$ cat src/rtl/w5300_pkg.sv
// W5300 common-register init sequencer: shared definitions.
//
// Holds the layout of a config-table entry, the op encodings, the special
// register addresses the sequencer cares about, and the sequencer state
// encoding.  Imported by w5300_common_init_seq and by anything that builds
// or inspects config-table entries.
//
// Entry layout (27 bits):
//   [26]    op     (ADDR_OP_RD = 1 read, ADDR_OP_WR = 0 write)
//   [25:16] register address
//   [15:0]  write value
package w5300_pkg;

    localparam int ENTRY_W  = 27;
    localparam int OP_BIT   = 26;
    localparam int ADDR_MSB = 25;
    localparam int ADDR_LSB = 16;
    localparam int DATA_MSB = 15;
    localparam int DATA_LSB = 0;

    localparam logic ADDR_OP_RD = 1'b1;
    localparam logic ADDR_OP_WR = 1'b0;

    // A read of this address marks the end of the table.
    localparam logic [9:0] TERM_ADDR = 10'h3ff;

    // Mode register: writing it can soft-reset the chip, so it is never read back.
    localparam logic [9:0] MR_ADDR = 10'h000;

    localparam logic [5:0] LAST_INDEX = 6'h3f;

    typedef enum logic [2:0] {
        ST_IDLE  = 3'd0,
        ST_WAIT  = 3'd1,
        ST_FETCH = 3'd2,
        ST_WR    = 3'd3,
        ST_RD    = 3'd4,
        ST_CHECK = 3'd5,
        ST_DONE  = 3'd6,
        ST_ERROR = 3'd7
    } state_t;

    // True when the entry is the end-of-table marker.
    function automatic logic is_terminator(input logic [ENTRY_W-1:0] entry);
        return (entry[OP_BIT] == ADDR_OP_RD) && (entry[ADDR_MSB:ADDR_LSB] == TERM_ADDR);
    endfunction

endpackage

$ cat src/rtl/w5300_common_init_seq.sv
// W5300 common-register init sequencer.
//
// After a start pulse, waits STARTUP_WAIT cycles for the chip to come out
// of reset, then walks the external config table from index 0, issuing one
// register access per entry to the W5300 bus driver.  Writes may be read
// back and compared (VERIFY).  The walk stops at a terminator entry, after
// index 63, on a verify mismatch, or when an access is not acknowledged
// within ACK_TIMEOUT cycles.
//
// Ports:
//   clk, rst          clock, asynchronous active-high reset
//   start             one-cycle pulse, ignored while busy
//   lut_index/lut_data  table index out, combinational table entry in
//   bus_req/bus_wr/bus_addr/bus_wdata  access request, held until bus_ack
//   bus_ack/bus_rdata  completion pulse and read data from the bus driver
//   busy/done/err/err_index  status; err_index is the failing table index
module w5300_common_init_seq
    import w5300_pkg::*;
#(
    parameter logic [15:0] STARTUP_WAIT = 16'd1000,
    parameter logic [15:0] ACK_TIMEOUT  = 16'd255,
    parameter logic        VERIFY       = 1'b1
) (
    input  logic        clk,
    input  logic        rst,
    input  logic        start,
    output logic [5:0]  lut_index,
    input  logic [26:0] lut_data,
    output logic        bus_req,
    output logic        bus_wr,
    output logic [9:0]  bus_addr,
    output logic [15:0] bus_wdata,
    input  logic        bus_ack,
    input  logic [15:0] bus_rdata,
    output logic        busy,
    output logic        done,
    output logic        err,
    output logic [5:0]  err_index
);

    state_t      state, state_n;
    logic [5:0]  index_n;
    logic        req_n, wr_n;
    logic [9:0]  addr_n;
    logic [15:0] wdata_n;
    logic [15:0] wait_cnt, wait_cnt_n;
    logic [15:0] to_cnt, to_cnt_n;
    logic [15:0] rdata_q, rdata_n;
    logic        verify_rd, verify_rd_n;
    logic        busy_n, done_n, err_n;
    logic [5:0]  err_index_n;
    logic        advance;
    logic        ack_timeout;

    // The request is one cycle from timing out when the next count would
    // reach ACK_TIMEOUT; widened so ACK_TIMEOUT = 0 cannot wrap.
    assign ack_timeout = ({1'b0, to_cnt} + 17'd1) >= {1'b0, ACK_TIMEOUT};

    // Next-state and next-register logic.  Every register holds by default.
    // WR and RD raise bus_req in their first cycle (entered with bus_req low),
    // which guarantees at least one low cycle between back-to-back accesses.
    always_comb begin
        state_n     = state;
        index_n     = lut_index;
        req_n       = bus_req;
        wr_n        = bus_wr;
        addr_n      = bus_addr;
        wdata_n     = bus_wdata;
        wait_cnt_n  = wait_cnt;
        to_cnt_n    = to_cnt;
        rdata_n     = rdata_q;
        verify_rd_n = verify_rd;
        busy_n      = busy;
        done_n      = done;
        err_n       = err;
        err_index_n = err_index;
        advance     = 1'b0;

        case (state)
            ST_IDLE, ST_DONE, ST_ERROR: begin
                if (start) begin
                    done_n      = 1'b0;
                    err_n       = 1'b0;
                    err_index_n = 6'd0;
                    wait_cnt_n  = 16'd0;
                    index_n     = 6'd0;
                    busy_n      = 1'b1;
                    state_n     = (STARTUP_WAIT == 16'd0) ? ST_FETCH : ST_WAIT;
                end
            end

            ST_WAIT: begin
                if (wait_cnt == STARTUP_WAIT - 16'd1) begin
                    state_n = ST_FETCH;
                end else begin
                    wait_cnt_n = wait_cnt + 16'd1;
                end
            end

            ST_FETCH: begin
                verify_rd_n = 1'b0;
                if (is_terminator(lut_data)) begin
                    state_n = ST_DONE;
                    done_n  = 1'b1;
                    busy_n  = 1'b0;
                end else begin
                    addr_n  = lut_data[ADDR_MSB:ADDR_LSB];
                    wdata_n = lut_data[DATA_MSB:DATA_LSB];
                    state_n = (lut_data[OP_BIT] == ADDR_OP_WR) ? ST_WR : ST_RD;
                end
            end

            ST_WR, ST_RD: begin
                if (!bus_req) begin
                    req_n    = 1'b1;
                    wr_n     = (state == ST_WR);
                    to_cnt_n = 16'd0;
                end else if (bus_ack) begin
                    req_n = 1'b0;
                    wr_n  = 1'b0;
                    if (state == ST_WR) begin
                        if (VERIFY && (bus_addr != MR_ADDR)) begin
                            state_n     = ST_RD;
                            verify_rd_n = 1'b1;
                        end else begin
                            advance = 1'b1;
                        end
                    end else begin
                        rdata_n = bus_rdata;
                        if (verify_rd) begin
                            state_n = ST_CHECK;
                        end else begin
                            advance = 1'b1;
                        end
                    end
                end else if (ack_timeout) begin
                    req_n       = 1'b0;
                    wr_n        = 1'b0;
                    state_n     = ST_ERROR;
                    err_n       = 1'b1;
                    busy_n      = 1'b0;
                    err_index_n = lut_index;
                end else begin
                    to_cnt_n = to_cnt + 16'd1;
                end
            end

            ST_CHECK: begin
                if (rdata_q != bus_wdata) begin
                    state_n     = ST_ERROR;
                    err_n       = 1'b1;
                    busy_n      = 1'b0;
                    err_index_n = lut_index;
                end else begin
                    advance = 1'b1;
                end
            end

            default: state_n = ST_IDLE;
        endcase

        // Move to the next entry; index 63 is the last one, with no wrap.
        if (advance) begin
            if (lut_index == LAST_INDEX) begin
                state_n = ST_DONE;
                done_n  = 1'b1;
                busy_n  = 1'b0;
            end else begin
                index_n = lut_index + 6'd1;
                state_n = ST_FETCH;
            end
        end
    end

    // State and datapath registers.  Reset clears everything, so an access
    // in flight is dropped immediately and nothing resumes until a new start.
    always_ff @(posedge clk or posedge rst) begin
        if (rst) begin
            state     <= ST_IDLE;
            lut_index <= 6'd0;
            bus_req   <= 1'b0;
            bus_wr    <= 1'b0;
            bus_addr  <= 10'd0;
            bus_wdata <= 16'd0;
            wait_cnt  <= 16'd0;
            to_cnt    <= 16'd0;
            rdata_q   <= 16'd0;
            verify_rd <= 1'b0;
            busy      <= 1'b0;
            done      <= 1'b0;
            err       <= 1'b0;
            err_index <= 6'd0;
        end else begin
            state     <= state_n;
            lut_index <= index_n;
            bus_req   <= req_n;
            bus_wr    <= wr_n;
            bus_addr  <= addr_n;
            bus_wdata <= wdata_n;
            wait_cnt  <= wait_cnt_n;
            to_cnt    <= to_cnt_n;
            rdata_q   <= rdata_n;
            verify_rd <= verify_rd_n;
            busy      <= busy_n;
            done      <= done_n;
            err       <= err_n;
            err_index <= err_index_n;
        end
    end

endmodule
$ cat config.mk
export PLATFORM = sky130hd
export DESIGN_NAME = w5300_common_init_seq
export DESIGN_NICKNAME = d
export VERILOG_FILES = /design/src/rtl/w5300_pkg.sv /design/src/rtl/w5300_common_init_seq.sv
export SDC_FILE = /design/constraint.sdc
export NUM_CORES = 1
export LEC_CHECK = 0
export BUFFER_PORTS_ARGS = -buffer_cell sky130_fd_sc_hd__buf_2
export CAP_MARGIN = 40
export CORE_ASPECT_RATIO = 2
export CORE_MARGIN = 2
export CORE_UTILIZATION = 30
export CTS_BUF_LIST = sky130_fd_sc_hd__clkbuf_2
export CTS_CLUSTER_DIAMETER = 30
export CTS_CLUSTER_SIZE = 24
export DETAILED_ROUTE_END_ITERATION = 10
export PLACE_DENSITY = 0.54
export SYNTH_ARGS = -nofsm -noshare
export SYNTH_HDL_FRONTEND = slang
export SYNTH_SLANG_ARGS = --single-unit
$ cat constraint.sdc
create_clock -name clk -period 3.3 [get_ports clk]
set_clock_uncertainty 0.1 [all_clocks]
set_input_delay 0.66 -clock clk [delete_from_list [all_inputs] [get_ports clk]]
set_output_delay 0.66 -clock clk [all_outputs]
set_load 0.02 [all_outputs]
# Word-level counts from Yosys, hierarchy flattened
# Cells that the tools add are included.
# Widths: inputs -> output; s select.
[op_classes] muxes=68 addsub=4 n_lt_le_gt_ge=1 eq_ne=30 reduce_logical=16 bitwise_logic=2
[ops] operator="$mux 16" n=5
[ops] operator="$mux 6" n=9
[ops] operator="$mux 3" n=13
[ops] operator="$mux 1" n=33
[ops] operator="$add 16x1->16 const B" n=2
[ops] operator="$pmux 16 s2" n=1
[ops] operator="$ne 2x2->1 const B" n=11
[ops] operator="$pmux 6 s3" n=1
[ops] operator="$add 16x1->17 const B" n=1
[ops] operator="$ge 17x8->1 const B" n=1
[ops] operator="$eq 16x10->1 const B" n=1
[ops] operator="$ne 16x16->1" n=1
[ops] operator="$pmux 3 s5" n=1
[ops] operator="$eq 3x3->1 const B" n=4
[ops] operator="$ne 3x3->1 const B" n=4
[ops] operator="$eq 10x10->1 const B" n=1
[ops] operator="$ne 5x5->1 const B" n=2
[ops] operator="$reduce_bool 10->1" n=1
[ops] operator="$reduce_and 7->1" n=1
[ops] operator="$add 6x1->6 const B" n=1
[ops] operator="$eq 3x2->1 const B" n=2
[ops] operator="$eq 6x6->1 const B" n=1
[ops] operator="$pmux 1 s2" n=3
[ops] operator="$reduce_and 3->1" n=2
[ops] operator="other kinds (16)" n=19
[word_totals] wordCells=135 reg_bits=95

# Depth between registers and ports, before layout
# Gate-level depths: netlist of the first run.
[depth] word_depth=8 depth_mapped=10 mapped_depth_nobuf=9

# Worst setup path before layout of the first run
# OpenSTA, ideal clock, no wires.
[synth_path] path_type="reg-to-reg" startpoint="register to_cnt[0]" endpoint="register state[0]" path_stages_with_launch=10 arrival_time_ns=2.251 n_path_buf=0 period_less_slack_ns=2.447 path_slack_ns=0.853 setup_time_ns=0.096 path_cell_list="dfrtp_1 inv_1 ha_1 nor2_1 o21ai_0 or4_4 nand4_4 o32ai_4 or4_1 o31ai_1"
[synth_via] elab_chain_len=4
[synth_lines] item="from (decl)" line="w5300_common_init_seq.sv:47" rtl="logic [15:0] to_cnt, to_cnt_n;"
[synth_lines] item="from (signal assigned)" line="w5300_common_init_seq.sv:201" rtl="to_cnt <= to_cnt_n;"
[synth_lines] item="$add 16x1->17" line="w5300_common_init_seq.sv:57" rtl="assign ack_timeout = ({1'b0, to_cnt} + 17'd1) >= {1'b0, ACK_TIMEOUT};"
[synth_lines] item="$ge 17x8->1" line="w5300_common_init_seq.sv:57"
[synth_lines] item="$ne 4x4->1 (no source line)"
[synth_lines] item="$reduce_and 7->1 (no source line)"
[synth_lines] item="to (signal assigned)" line="w5300_common_init_seq.sv:194" rtl="state <= state_n;"
[synth_lines] item="to (decl)" line="w5300_common_init_seq.sv:41" rtl="state_t state, state_n;"
# No other way between the ends.
# A chain may end at the register's enable or synchronous reset.

# Final worst setup path of the first run
[layout_path] startpoint="register to_cnt[0]" endpoint="register to_cnt[3]"
[layout_via] elab_chain_len=4 elab_cells_between_ends=8 classes_between="add/sub: 2; order compare: 1; eq/ne: 1; mux: 3; reduce/logical: 1"
[layout_lines] item="$add 16x1->17 / $add 16x1->16 (equally long branches)" line="w5300_common_init_seq.sv:57, w5300_common_init_seq.sv:144"
[layout_lines] item="$ge 17x8->1 / $mux 16 (equally long branches)" line="w5300_common_init_seq.sv:57, w5300_common_init_seq.sv:136"
[layout_lines] item="$ne 2x2->1 (no source line) / $mux 16 (equally long branches)"
[layout_lines] item="$reduce_and 3->1 (no source line) / $mux 16 (equally long branches)"
# Several ways; a longest one is shown, not always the timed one. The select of a mux whose other input is x is not followed.

==> impl_metrics.ini, run 1 <==
[outcome]
outcome = completed

[sta]
drv_slew = 0
fin_crit_sh = 0.855
tightest_slew_ns = 0.700
fin_crit_ns = 2.82
max-slew-margin-rel = 0.528
rsz0062_at_grt = false
tns_ns = 0
max_freq_ghz = 0.354
finalHoldViolCount = 0
setup_viol = 0

[finish]
n_fill_cell = 1648
final_cell_mix = dfrtp_1 (95), buf_2 (89), nand2_1 (43), mux2_2 (43), nor2_1 (36)
layout_commonest_cell = dfrtp_1
multi_input_area_sq_um = 2380
ff_latch_area_sq_um = 2380
area_delta_synth_final_pct = 17.3
finalNetCount = 605
drive_gt1_frac = 0.313

[synth]
syn_avg_cell_area_sq_um = 10.6
synthAdderAreaFrac = 0.0102
synth-seq-cells = 95
synth_top_family_by_area = simple AND/OR/NAND/NOR gates
netlist_instances = 464
yosysWarnings = 0
synth_edf_count = 0
synthesis.nets = 515
synthDistinctLibCells = 59
synth-compound-area-share = 0.0965
synthFlopType = dfrtp_1
async_flop_share = 1.00
synth_simple_gate_area_share = 0.192
synth.area.mux_share = 0.119
synth.cell_area_sq_um = 4900
synthXorXnorAreaFrac = 0.0661
yosysSeqAreaShare = 0.485

[setup_path]
reg2reg_depth = 8
path_max_fanout = 12
r2r_end = to_cnt[3]
r2r-start = to_cnt[0]
cp.arrival_ns = 3.24
critPathKind = reg2reg
crit_end = to_cnt[3]
worstSetupStartpoint = to_cnt[0]
worst_ep_required_time_ns = 3.72
rrSetupSlack_ns = 0.48
cp-end-kind = flop
cp-start-kind = flop

[drt]
vias = 3703
firstDrtPassIters = 6
ant_nets = 0
drc = 0
via_per_inst = 4.85
wl_per_cell_um = 14.5
routed_wl_um = 11000
drt-initial-drc-count = 212

[cts]
cts_tree = yes
cts_root_buf = clkbuf_2
clkTransAtPathRegs_ns = 0.29
ctsLongestPathBuffers = 2
clock_latency_ns = 0.57
htreeDepth = 3
cts.sinks = 95
cts_buffers = 9
post-cts-setup-buffer-count = 0

[die]
io_pins = 90
core_sq_um = 16100
initial_core_util = 0.304
rows = 66
die_area_sq_um = 17400
die_h_um = 185
die_x_um = 94.4

[pwr]
peakVddDrop_mv = 0.515
leakage_nw = 2.62
power.total_mw = 4.59
p_per_area_nw_per_um2 = 798

[placement]
dp_hpwl_um = 7950
io_buffers = 89
place_congestion = 0.784

[worst_hold_path]
hp-class = in2reg
min_from = lut_data[13]
min_path_cells = 2

[global_routing]
grt_max_degree = 92
grt_pass1_vias = 3713
track_usage = 0.136
antenna_found_initial = 1
gr-total-overflow = 0
grt_pass1_wl_um = 18900

[job]
cap_violations = 0
-- critical path, stage by stage, from the launching register on --
cell,delay [ns]
dfrtp_1,0.56
ha_1,0.33
nand4_2,0.18
nor4_2,0.20
and3_1,0.21
a2bb2o_4,0.26
nor4_4,0.60
a41oi_1,0.18
a31oi_1,0.16
-- cells in the mapped netlist (3+ instances only) --
master | instances | share of area
o21ai_0 | 20 | 0.020
ha_1 | 4 | 0.010
nor2_1 | 36 | 0.028
a21oi_1 | 6 | 0.0061
nand2b_1 | 3 | 0.0038
nand4_1 | 11 | 0.014
nand2_1 | 43 | 0.033
o22ai_1 | 3 | 0.0038
xor2_1 | 31 | 0.055
nor3_1 | 9 | 0.0092
buf_2 | 4 | 0.0041
nor4_1 | 7 | 0.0089
dfrtp_1 | 95 | 0.49
clkbuf_1 | 11 | 0.0084
o21a_1 | 4 | 0.0061
a21o_1 | 3 | 0.0046
nand3_1 | 28 | 0.029
xnor2_1 | 6 | 0.011
nor2b_1 | 4 | 0.0051
inv_1 | 16 | 0.012
a31oi_1 | 6 | 0.0077
and2_1 | 8 | 0.010
mux2i_1 | 10 | 0.020
mux2_2 | 43 | 0.099
and3_1 | 7 | 0.0089
-- logic make-up after synthesis --
logic type	count (synthesis)
fa+ha+maj	4
flops	95
mux	53
xor+xnor	37
simple gates	175
buf+inv	35
compound gates	65
-- sequential cells by signal (all words and copies together), names as in the netlist, 3 cells and up --
name       count
lut_index      6
to_cnt        16
rdata_q       16
state          3
bus_wdata     16
bus_addr      10
err_index      6
wait_cnt      16
-- per-layer routing --
layer  GRT usage  part of all wire  vias up
met3      0.0356             0.059        8
li1            -                 -     1832
met4      0.0400             0.011        0
met5           0                 0        -
met1       0.185              0.47     1773
met2       0.211              0.46       90
-- metrics by stage --
| stage | area (sq um) | setup slack (ns) | util | std cells | hold slack (ns) |
|---|---|---|---|---|---|
| floorplan | 4900 | 0.0630 | - | 464 | 0.364 |
| global placement | 5590 | 0.641 | 0.347 | 746 | 0.376 |
| detailed placement | 5590 | 0.541 | 0.347 | 746 | 0.384 |
| CTS | 5750 | 0.487 | 0.357 | 763 | 0.125 |
| global route | 5750 | 0.141 | 0.357 | 764 | 0.0804 |
| finish | 5750 | 0.477 | 0.357 | 764 | 0.183 |
-- worst min-delay path by stage --
stage | endpoint | slack [ns]
after global routing | rdata_q[7] | 0.08
after CTS | bus_wdata[13] | 0.12
after detailed placement | err | 0.38
after floorplan | verify_rd | 0.36
final | bus_wdata[13] | 0.18
after global placement | err | 0.38
-- report_power, final --
group	leakage [nW]	switching, mW	total [mW]	internal, mW
registers	1.21	0.349	1.88	1.53
logic	1.32	1.14	2.02	0.882
clock network	0.0839	0.429	0.692	0.262
-- what timing repair did --
item,4_1_cts,5_1_grt
endpoints found under the hold margin,4,0
gates resized for setup,0,0
hold buffers,1,0
-- final cells by class --
class,instances,share of cell area
antenna,1,0.000435
timing repair buffer,98,0.0918
inverter,16,0.0109
clock buffer,9,0.00783
sequential,95,0.413
tap,204,0.0444
multi-input combinational,334,0.413
clock inverter,7,0.0178
Power figures use the tool's default switching activity.
==> inputs of run 2 (changes only) <==
==> constraint.sdc (replaced) <==
create_clock -name clk -period 3.3 [get_ports clk]
set_clock_uncertainty 0.1 [all_clocks]
set_input_delay 0.33 -clock clk [delete_from_list [all_inputs] [get_ports clk]]
set_output_delay 0.33 -clock clk [all_outputs]
set_load 0.02 [all_outputs]
==> impl_metrics.ini, run 2 (same netlist as run 1, synthesis figures left out) <==
[placement]
dp_hpwl_um = 8070
io_buffers = 89
place_congestion = 0.788

[global_routing]
top_usage_layer = met2
gr-total-overflow = 0
grt_max_degree = 63
use_met1 = 0.189
grt_pass1_wl_um = 19400
grtUsageMet2 = 0.220
met3_usage = 0.0290
antenna_found_initial = 1
track_usage = 0.139
grt_pass1_vias = 3941

[setup_path]
worst_ep_required_time_ns = 3.69
cp-start-kind = flop
cp_slowest_stage_delay_ns = 0.59
critPathKind = reg2reg
r2r_end = to_cnt[3]
cp_slowest_cell = nor4_4
cp.arrival_ns = 3.16
rrSetupSlack_ns = 0.53
path_max_fanout = 12
cp-end-kind = flop
path_cells = ha_1 > nand4_2 > nor4_2 > and3_1 > a2bb2o_4 > nor4_4 > a41oi_1 > a31oi_1
r2r-start = to_cnt[0]
reg2reg_depth = 8

[drt]
routed_wl_um = 11500
drc = 0
firstDrtPassIters = 4
wl_per_cell_um = 14.1
drt-initial-drc-count = 209
via_per_inst = 4.79
vias = 3876
ant_nets = 0

[sta]
rsz0062_at_grt = false
fin_crit_ns = 2.77
setup_viol = 0
max-slew-margin-rel = 0.477
tns_ns = 0
tightest_slew_ns = 0.785
max_freq_ghz = 0.361
drv_slew = 0
finalHoldViolCount = 0
fin_crit_sh = 0.839

[die]
io_pins = 90
die_h_um = 185
die_x_um = 94.4
core_sq_um = 16100
die_area_sq_um = 17400
initial_core_util = 0.304
rows = 66

[pwr]
power_frac_seq = 0.416
p_int_mw = 2.62
peakVddDrop_mv = 0.413
power_switching_mw = 1.89
leakage_nw = 2.79
comb_power_share = 0.457
swShare = 0.420
p_per_area_nw_per_um2 = 732
power.total_mw = 4.51
clockPowerShare = 0.127

[cts]
clock_latency_ns = 0.57
cts.sinks = 95
ctsLongestPathBuffers = 2
post-cts-setup-buffer-count = 0
clkTransAtPathRegs_ns = 0.25
cts_root_buf = clkbuf_2
htreeDepth = 3
cts_tree = yes
cts_buffers = 9

[finish]
final_cell_mix = dfrtp_1 (95), buf_2 (89), dlygate4sd3_1 (46)
drive_gt1_frac = 0.288
layout_commonest_cell = dfrtp_1
area_delta_synth_final_pct = 25.7
finalNetCount = 651

[job]
cap_violations = 0

[worst_hold_path]
hp-class = in2async

[outcome]
outcome = completed
-- run 2: worst max-delay path by stage --
stage	startpoint	to	slack [ns]
after floorplan	rst	bus_addr[0]	0.39
after global placement	to_cnt[0]	to_cnt[3]	0.64
after detailed placement	to_cnt[0]	to_cnt[3]	0.56
after CTS	to_cnt[0]	to_cnt[3]	0.50
after global routing	to_cnt[0]	to_cnt[3]	0.21
final	to_cnt[0]	to_cnt[3]	0.53
-- run 2: routing by layer --
layer,vias to the layer above,share of wire
li1,1925,-
met1,1847,0.46
met2,94,0.48
met3,10,0.049
met4,0,0.012
met5,-,0
-- run 2: through the flow --
stage / hold slack (ns) / cell area, sq um / setup WS [ns] / utilization / cells
2_1_floorplan: 0.364 / 4900 / 0.393 / - / 464
3_3_place_gp: 0.375 / 5580 / 0.639 / 0.347 / 747
3_5_place_dp: 0.390 / 5580 / 0.561 / 0.347 / 747
4_1_cts: 0.282 / 6160 / 0.504 / 0.382 / 809
5_1_grt: 0.330 / 6160 / 0.211 / 0.382 / 810
6_report: 0.314 / 6160 / 0.531 / 0.382 / 810
-- run 2: area by class of cell --
cell class,instances,area [sq um]
diodes,1,2.50
clock buffers,10,50.0
clock inverters,6,61.3
fillers,1567,9940
inverters,16,62.6
multi-input cells,334,2380
flip-flops and latches,95,2380
well taps,204,255
repair buffers,144,973
-- run 2: worst max-delay path, delay by kind of cell (launching register included) --
kind	cells	cell delay, ns
fa+ha+maj	1	0.31
simple gates	4	1.16
compound gates	3	0.60
flops	1	0.55
-- run 2: timing repair --
action / CTS / global route
hold buffers: 46 / 0
resized for setup: 0 / 0
hold endpoints to repair: 105 / 0
-- run 2: power groups by stage --
| stage | Combinational (mW) | Sequential [mW] | Clock (mW) |
|---|---|---|---|
| after global placement | 2.03 | 1.89 | 0 |
| final | 2.06 | 1.88 | 0.573 |
| after global routing | 2.27 | 1.95 | 0.660 |
| after detailed placement | 2.04 | 1.90 | 0 |
| after floorplan | 1.30 | 2.04 | 0 |
| after CTS | 2.09 | 1.88 | 0.613 |
==> inputs of run 3 (changes only) <==
ABC_AREA = 1   (was unset)
clock period = 2.4 ns   (was 3.3 ns; I/O delays follow)
==> impl_metrics.ini, run 3 <==
[outcome]
outcome = completed

[setup_path]
worst_ep_required_time_ns = 2.80
r2r-start = to_cnt[0]
critPathKind = reg2reg
cp-end-kind = flop
rrSetupSlack_ns = 0.20
reg2reg_depth = 13
r2r_end = err_index[1]
cp.arrival_ns = 2.60
cp-start-kind = flop
path_max_fanout = 6

[worst_hold_path]
whs_endpoint = busy
hp-class = in2reg
min_path_cells = 5
min_from = start

[finish]
finalNetCount = 774
utilization = 0.383
drive_gt1_frac = 0.265
layout_commonest_cell = nand2_1
area_delta_synth_final_pct = 26.0
final_cell_mix = nand2_1 (121), dfrtp_1 (93), buf_2 (89)
multi_input_area_sq_um = 2390
ff_latch_area_sq_um = 2380
n_fill_cell = 1722

[die]
die_area_sq_um = 17900
die_x_um = 95.7
initial_core_util = 0.304
die_h_um = 187
core_sq_um = 16600
rows = 67
io_pins = 90

[global_routing]
gr-total-overflow = 0
grt_pass1_vias = 4346
antenna_found_initial = 1
track_usage = 0.144
grt_pass1_wl_um = 20800
grt_max_degree = 34

[placement]
io_buffers = 89
place_ws_ns = 0.128
place_congestion = 0.868
dp_hpwl_um = 9030

[pwr]
power_switching_mw = 2.83
power_frac_seq = 0.389
p_per_area_nw_per_um2 = 996
swShare = 0.447
leakage_nw = 2.94
p_int_mw = 3.50
peakVddDrop_mv = 0.702
clockPowerShare = 0.117
comb_power_share = 0.493

[sta]
tightest_slew_ns = 0.733
drv_slew = 0
max_freq_ghz = 0.454
rsz0062_at_grt = true
setup_viol = 0
max-slew-margin-rel = 0.511
worst_slack_ns = 0.196
fin_crit_sh = 0.918
finalHoldViolCount = 0
fin_crit_ns = 2.20

[drt]
via_per_inst = 4.60
drc = 0
firstDrtPassIters = 4
vias = 4307
routed_wl_um = 12200
ant_nets = 0
drt-initial-drc-count = 160
wl_per_cell_um = 13.0

[synth]
synth-seq-cells = 95
yosys-top-cells-area = dfrtp_1 (47%), nand2_1 (9.1%), mux2_2 (7.4%), nor2_1 (4.6%), inv_1 (4.3%)
synthAdderAreaFrac = 0.00992
synthDistinctLibCells = 41
synthFlopType = dfrtp_1
syn_avg_cell_area_sq_um = 8.73
synth.cell_area_sq_um = 5040
yosys-top-cells-count = nand2_1 (122), dfrtp_1 (95), nor2_1 (62)
netlist_instances = 578
synth_edf_count = 0
synth_top_area_frac = 0.471
synth_simple_gate_area_share = 0.265
synth.area.mux_share = 0.0737
synthesis.nets = 629
synth_largest_area_cell = dfrtp_1
yosysSeqAreaShare = 0.471
synth_top_family_by_area = simple AND/OR/NAND/NOR gates
synthXorXnorAreaFrac = 0.0434
yosysWarnings = 0
yosysMostFrequentCell = nand2_1
async_flop_share = 1.00
synth-compound-area-share = 0.0791

[cts]
clock_latency_ns = 0.57
clkTransAtPathRegs_ns = 0.28
cts.sinks = 95
htreeDepth = 3
cts_root_buf = clkbuf_2
cts_tree = yes
ctsLongestPathBuffers = 2
cts_buffers = 9

[job]
cap_violations = 0
## run 3: area by class of cell
class / count / area share
Inverter: 60 / 0.0360
Antenna cell: 1 / 0.000394
Multi-Input combinational cell: 414 / 0.376
Tap cell: 207 / 0.0407
Clock inverter: 7 / 0.00827
Timing Repair Buffer: 143 / 0.157
Clock buffer: 9 / 0.00709
Sequential cell: 95 / 0.374
## run 3: through the flow
step	TNS [ns]	std cells	hold WS (ns)	total power, mW	cell area, sq um
after detailed placement	0	874	0.319	5.57	5790
final	0	936	0.0953	6.33	6360
after CTS	0	934	0.0241	6.40	6330
after global routing	-0.00962	936	0.0828	6.89	6360
after global placement	0	874	0.316	5.52	5790
after floorplan	0	578	0.291	4.73	5050
## run 3: repair_timing
item	CTS	global route
endpoints found under the setup margin	0	24
setup buffers	0	1
hold buffers	44	0
resized for setup	0	4
hold endpoints to repair	68	0
## run 3: logic make-up after synthesis
kind of cell / after synthesis
xor gates and xnor gates: 25
AOI/OAI and AO/OA: 68
muxes: 33
DFF: 95
adders and majority gates: 4
buffers and inverters: 69
and+or+nand+nor: 284
## run 3: worst max-delay path by stage
stage,cells after the start,slack [ns],end,startpoint
2_1_floorplan,12,0.44,bus_req,to_cnt[1]
3_3_place_gp,12,0.20,err_index[1],to_cnt[1]
4_1_cts,13,0.07,to_cnt[3],to_cnt[1]
6_report,13,0.20,err_index[1],to_cnt[0]
5_1_grt,13,-0.01,to_cnt[3],to_cnt[0]
3_5_place_dp,12,0.13,err_index[1],to_cnt[1]
## run 3: metal layers
layer / vias to the layer above / track usage / share of wire
met5: - / 0 / 0
met4: 0 / 0.0434 / 0.016
met3: 13 / 0.0254 / 0.042
met2: 94 / 0.230 / 0.48
met1: 2010 / 0.197 / 0.46
li1: 2190 / - / -
## run 3: critical path, cell delays in order, from the launching register on
cell	delay (ns)
dfrtp_2	0.51
inv_2	0.11
ha_1	0.25
nor2_1	0.09
nor2_1	0.04
nor2_1	0.09
nand2_1	0.06
nor2_1	0.09
nand3_1	0.09
nand2_1	0.08
nor2_2	0.06
nand3_1	0.16
nand3_1	0.20
o21ai_0	0.22
## run 3: power groups by stage
stage | registers (mW) | logic [mW] | clock network, mW
after detailed placement | 2.50 | 3.08 | 0
final | 2.46 | 3.12 | 0.743
after global placement | 2.48 | 3.04 | 0
after global routing | 2.54 | 3.49 | 0.854
after floorplan | 2.76 | 1.97 | 0
after CTS | 2.46 | 3.14 | 0.800
